===== src/rtl/alu_mc.sv =====
// Multi-cycle ALU: single-cycle R-type ops, an iterative one-bit-per-cycle SRL and
// a shift-add unsigned multiply, with a start/busy/done handshake for controller stalls.
module alu_mc #(
  parameter int WIDTH = 32,
  parameter int SHW   = $clog2(WIDTH)
) (
  input  logic             clk,
  input  logic             reset,
  input  logic             start,
  input  logic [5:0]       Signal,
  input  logic [WIDTH-1:0] dataA,
  input  logic [WIDTH-1:0] dataB,
  output logic             busy,
  output logic             done,
  output logic [WIDTH-1:0] dataOut,
  output logic [WIDTH-1:0] dataHi,
  output logic             overflow
);

  localparam logic [1:0] S_IDLE  = 2'd0;
  localparam logic [1:0] S_SHIFT = 2'd1;
  localparam logic [1:0] S_MUL   = 2'd2;

  localparam logic [5:0] F_ADD   = 6'b100000;
  localparam logic [5:0] F_SUB   = 6'b100010;
  localparam logic [5:0] F_AND   = 6'b100100;
  localparam logic [5:0] F_OR    = 6'b100101;
  localparam logic [5:0] F_SLT   = 6'b101010;
  localparam logic [5:0] F_SRL   = 6'b000010;
  localparam logic [5:0] F_MULTU = 6'b011001;

  localparam logic [SHW:0] CNT_MUL = (SHW+1)'(WIDTH);
  localparam logic [SHW:0] CNT_ONE = {{SHW{1'b0}}, 1'b1};

  logic [1:0]       state_q, state_d;
  logic [SHW:0]     cnt_q, cnt_d;
  logic [WIDTH-1:0] lo_q, lo_d;     // SRL shift register, or P_lo during MULTU
  logic [WIDTH-1:0] hi_q, hi_d;     // P_hi during MULTU
  logic [WIDTH-1:0] mc_q, mc_d;
  logic [WIDTH-1:0] out_q, out_d;
  logic [WIDTH-1:0] dhi_q, dhi_d;
  logic             ovf_q, ovf_d;
  logic             done_q, done_d;

  logic [WIDTH:0]   add_r, sub_r, mul_sum;

  // Returns {overflow, sum}; overflow is carry-into-MSB XOR carry-out-of-MSB.
  function automatic logic [WIDTH:0] add_ovf(input logic [WIDTH-1:0] a,
                                             input logic [WIDTH-1:0] b,
                                             input logic             cin);
    logic [WIDTH:0] ext;
    logic           c_msb;
    ext   = {1'b0, a} + {1'b0, b} + {{WIDTH{1'b0}}, cin};
    c_msb = a[WIDTH-1] ^ b[WIDTH-1] ^ ext[WIDTH-1];
    return {c_msb ^ ext[WIDTH], ext[WIDTH-1:0]};
  endfunction

  assign add_r   = add_ovf(dataA, dataB, 1'b0);
  assign sub_r   = add_ovf(dataA, ~dataB, 1'b1);
  assign mul_sum = {1'b0, hi_q} + (lo_q[0] ? {1'b0, mc_q} : {(WIDTH+1){1'b0}});

  always_comb begin
    state_d = state_q;
    cnt_d   = cnt_q;
    lo_d    = lo_q;
    hi_d    = hi_q;
    mc_d    = mc_q;
    out_d   = out_q;
    dhi_d   = dhi_q;
    ovf_d   = ovf_q;
    done_d  = 1'b0;
    case (state_q)
      S_IDLE: begin
        if (start) begin
          ovf_d = 1'b0;
          case (Signal)
            F_ADD: begin
              out_d = add_r[WIDTH-1:0]; ovf_d = add_r[WIDTH]; dhi_d = '0; done_d = 1'b1;
            end
            F_SUB: begin
              out_d = sub_r[WIDTH-1:0]; ovf_d = sub_r[WIDTH]; dhi_d = '0; done_d = 1'b1;
            end
            F_AND: begin
              out_d = dataA & dataB; dhi_d = '0; done_d = 1'b1;
            end
            F_OR: begin
              out_d = dataA | dataB; dhi_d = '0; done_d = 1'b1;
            end
            F_SLT: begin
              // Sign of the difference corrected by its overflow gives a true signed compare.
              out_d  = {{(WIDTH-1){1'b0}}, sub_r[WIDTH-1] ^ sub_r[WIDTH]};
              dhi_d  = '0;
              done_d = 1'b1;
            end
            F_SRL: begin
              if (dataB[SHW-1:0] == '0) begin
                out_d = dataA; dhi_d = '0; done_d = 1'b1;
              end else begin
                lo_d    = dataA;
                cnt_d   = {1'b0, dataB[SHW-1:0]};
                state_d = S_SHIFT;
              end
            end
            F_MULTU: begin
              mc_d    = dataB;
              lo_d    = dataA;
              hi_d    = '0;
              cnt_d   = CNT_MUL;
              state_d = S_MUL;
            end
            default: begin
              out_d = '0; dhi_d = '0; done_d = 1'b1;
            end
          endcase
        end
      end
      S_SHIFT: begin
        lo_d  = lo_q >> 1;
        cnt_d = cnt_q - CNT_ONE;
        if (cnt_q == CNT_ONE) begin
          out_d   = lo_q >> 1;
          dhi_d   = '0;
          done_d  = 1'b1;
          state_d = S_IDLE;
        end
      end
      S_MUL: begin
        hi_d  = mul_sum[WIDTH:1];
        lo_d  = {mul_sum[0], lo_q[WIDTH-1:1]};
        cnt_d = cnt_q - CNT_ONE;
        if (cnt_q == CNT_ONE) begin
          dhi_d   = mul_sum[WIDTH:1];
          out_d   = {mul_sum[0], lo_q[WIDTH-1:1]};
          done_d  = 1'b1;
          state_d = S_IDLE;
        end
      end
      default: state_d = S_IDLE;
    endcase
  end

  always_ff @(posedge clk) begin
    if (reset) begin
      state_q <= S_IDLE;
      cnt_q   <= '0;
      out_q   <= '0;
      dhi_q   <= '0;
      ovf_q   <= 1'b0;
      done_q  <= 1'b0;
    end else begin
      state_q <= state_d;
      cnt_q   <= cnt_d;
      out_q   <= out_d;
      dhi_q   <= dhi_d;
      ovf_q   <= ovf_d;
      done_q  <= done_d;
    end
  end

  // Working registers are only meaningful while busy, so they carry no reset.
  always_ff @(posedge clk) begin
    lo_q <= lo_d;
    hi_q <= hi_d;
    mc_q <= mc_d;
  end

  assign busy     = (state_q != S_IDLE);
  assign done     = done_q;
  assign dataOut  = out_q;
  assign dataHi   = dhi_q;
  assign overflow = ovf_q;

endmodule


===== config.mk =====
export PLATFORM = sky130hd
export DESIGN_NAME = alu_mc
export DESIGN_NICKNAME = d
export VERILOG_FILES = /design/src/rtl/alu_mc.sv
export SDC_FILE = /design/constraint.sdc
export NUM_CORES = 1
export LEC_CHECK = 0
export CAP_MARGIN = 20
export CORE_ASPECT_RATIO = 1.1
export CORE_UTILIZATION = 58
export CTS_CLUSTER_DIAMETER = 30
export CTS_CLUSTER_SIZE = 14
export DETAILED_ROUTE_END_ITERATION = 16
export MAX_ROUTING_LAYER = met4
export PLACE_DENSITY = 0.81
export SKIP_CTS_REPAIR_TIMING = 1
export SLEW_MARGIN = 25
export SYNTH_ARGS = -nofsm -noshare
export SYNTH_HDL_FRONTEND = slang
export SYNTH_SLANG_ARGS = --single-unit
export TNS_END_PERCENT = 100

===== constraint.sdc =====
create_clock -name clk -period 5.1 [get_ports clk]
set_clock_uncertainty 0.05 [all_clocks]
set_input_delay 1.02 -clock clk [delete_from_list [all_inputs] [get_ports clk]]
set_output_delay 1.02 -clock clk [all_outputs]
set_load 0.02 [all_outputs]

==> results of run 1 <==
[power breakdown]
group	internal, W	switching, W
registers	0.00151	0.0000365
clock network	0.000695	0.000643
logic	0.000449	0.000758
total	0.00266	0.00144
[layout by cell type (no fill, tap or decap), drive strengths merged, types with 6 or more instances in the layout]
cell type and count:
a31oi 9, clkdlybuf4s50 137, a21o 23, a311oi 7
xnor2 48, o22ai 6, edfxtp 96, a22oi 22
xor2 8, a41oi 7, and2 48, nand3 29
a222oi 15, buf 32, o31ai 11, inv 128
or2 7, and3 12, nor4 11, dfxtp 74
o21bai 19, o21ai 109, mux2i 21, nand2b 15
ha 134, o211ai 19, nor2 109, nor3 38
a211oi 28, nand4 9, nor2b 9, a211o 6
nand2 174, clkbuf 17, a21oi 178
[metal layers]
layer / wire length [µm] / global-route usage / vias to the layer above
met2: 20300 / 0.619 / 640
met3: 3510 / 0.0483 / 117
met4: 1520 / 0.150 / 0
met5: 0 / - / -
li1: - / - / 5918
met1: 17500 / 0.474 / 6076
[worst max-delay path, stage by stage]
cell,delay (ps)
clkdlybuf4s50_1,670
inv_1,120
ha_1,340
nor2_1,80
o311ai_1,320
buf_4,190
a211oi_1,120
a211o_1,390
a21oi_1,390
o21bai_1,180
a221oi_1,380
o21ai_1,140
xnor2_1,140
o41ai_1,280
[cells by family (layout without fill, tap and decap cells)]
logic type      count (synthesis)  count (layout)  share of synthesized area
compound gates                509             509                      0.251
simple gates                  483             483                      0.171
buf+inv                       219             323                     0.0648
flops                         170             170                      0.329
fa+ha+maj                     137             137                      0.131
xor+xnor                       56              56                     0.0370
mux                            22              22                     0.0167
[final timing paths]
path | startpoint | to | cells past startpoint
setup / recovery | dataB[1] | dataOut[29] | 14
hold reg to reg | dataHi[14] | dataHi[14] | 2
setup reg to reg | lo_q[0] | dataHi[27] | 13
hold / removal | dataHi[14] | dataHi[14] | 2
[flip-flops by register name (all words and copies together), names as in the netlist]
register and count:
dataOut 32, cnt_q 6, lo_q 32, state_q 2, overflow 1, dataHi 32, mc_q 32, hi_q 32
done 1
[area by class of cell]
| class | instances | area, µm² | share of cell area |
|---|---|---|---|
| Clock buffer | 17 | 425 | 0.0275 |
| Clock inverter | 14 | 161 | 0.0104 |
| Inverter | 123 | 464 | 0.0300 |
| Multi-Input combinational cell | 1207 | 8070 | 0.521 |
| Sequential cell | 170 | 4360 | 0.282 |
| Tap cell | 295 | 369 | 0.0239 |
| Timing Repair Buffer | 169 | 1620 | 0.105 |
[through the flow]
step           setup WS, ps  power, W  area, µm²
4_1_cts                 676   0.00408      15500
3_3_place_gp            321   0.00274      14900
3_5_place_dp            249   0.00276      14900
6_report                619   0.00410      15500
5_1_grt                 368   0.00425      15500
2_1_floorplan          1150   0.00236      13300
==> impl_metrics.yaml, run 1 <==
synthesis:
  synth.distinct_cells: 79
  syn_inst: 1596
  ys_seq_elements: 170
  synth.most_common_cell: "a21oi_1"
  synth_area_um2: 13300
  synth_area_leaders: "edfxtp_1, ha_1, dfxtp_1, a21oi_1, nand2_1"
  synth_top_area_frac: 0.217
  synth_edf_count: 96
  synth_seq_area_share: 0.329
  asyncSetResetFlopFracSynth: 0
  synth_common_cells: "a21oi_1, nand2_1, ha_1"
  syn_area_per_cell_um2: 8.31
  synth-main-ff-cell: "edfxtp_1"
  ys_warn_count: 0
  syn_nets: 1806
  yosysTopAreaCell: "edfxtp_1"
grt:
  grt_max_degree: 49
  grt_pass1_wl_um: 67100
  antenna_found_initial: 3
  grt_pass1_vias: 12400
  grt.overflow.total: 0
  grt_usage: 0.378
status:
  outcome: "complete, no violations"
timing:
  tightestPinTransition_ps: 1020
  final.setup.tns_ps: 0
  fin_crit_sh: 0.879
  slew_headroom: 0.323
  maxSlewViolCount: 0
  rsz0062_at_grt: "no"
  period_minus_slack_ps: 4480
  final_hold_viol_count: 0
  whs_ps: 403
  fmax_mhz: 223
  setup_viol: 0
floorplanning:
  start_util: 0.596
  placementRows: 57
  ios: 140
  fp.dieH_um: 161
  core_um2: 22300
  die_w_um: 146
  die_area_um2: 23500
final_layout:
  n_antenna_cell: 0
  fin_cells: 1995
  nets: 1898
  fillers: 1790
  drive_gt1_frac: 0.0541
  final_util: 0.695
  area_delta_synth_final_pct: 16.7
worst_setup_path:
  critPathKind: "input pin to flop"
  critical_path_peak_fanout: 7
  cp-end-kind: "flop"
  rrSetupSlack_ps: 1080
  cp.required_ps: 5380
  start_kind: "input pin"
  worstPathArrival_ps: 4760
routing:
  drt-pass1-iter-count: 12
  drt-vias-per-instance: 6.39
  totalWireLength_um: 42900
  ant_nets: 0
  first_iter_violations: 1172
  post-route-drc-count: 0
  vias: 12800
  wl_per_cell_um: 21.5
min_path:
  hold_path_class: "flop to flop"
cts:
  clock_latency_ps: 440
  cts.clk_slew.worst_paths_ps: 70
  cts_inserted_buffers: 17
  clk_path_buf_depth: 2
  cts_tree: "built"
  root_buffer: "clkbuf_16"
  cts.sinks: 170
  cts_htree_levels: 4
power:
  power_density_nw_per_um2: 265
  peakVddDrop_v: 0.000213
  p_leak_nw: 6.02
place:
  place_congestion: 1.00
  port_buffers: 139
  place_inst: 1964
  detailed_place_hpwl_um: 31700
run:
  maxCapViolations: 0
Power figures use the tool's default switching activity.
==> run 2, diff against run 1 <==
--- a/config.mk
+++ b/config.mk
@@ -18,4 +18,4 @@
 export SYNTH_ARGS = -nofsm -noshare
 export SYNTH_HDL_FRONTEND = slang
 export SYNTH_SLANG_ARGS = --single-unit
-export TNS_END_PERCENT = 100
+export TNS_END_PERCENT = 10
==> results of run 2 <==
The final DEF is identical to that of run 1; final timing and power are the same.
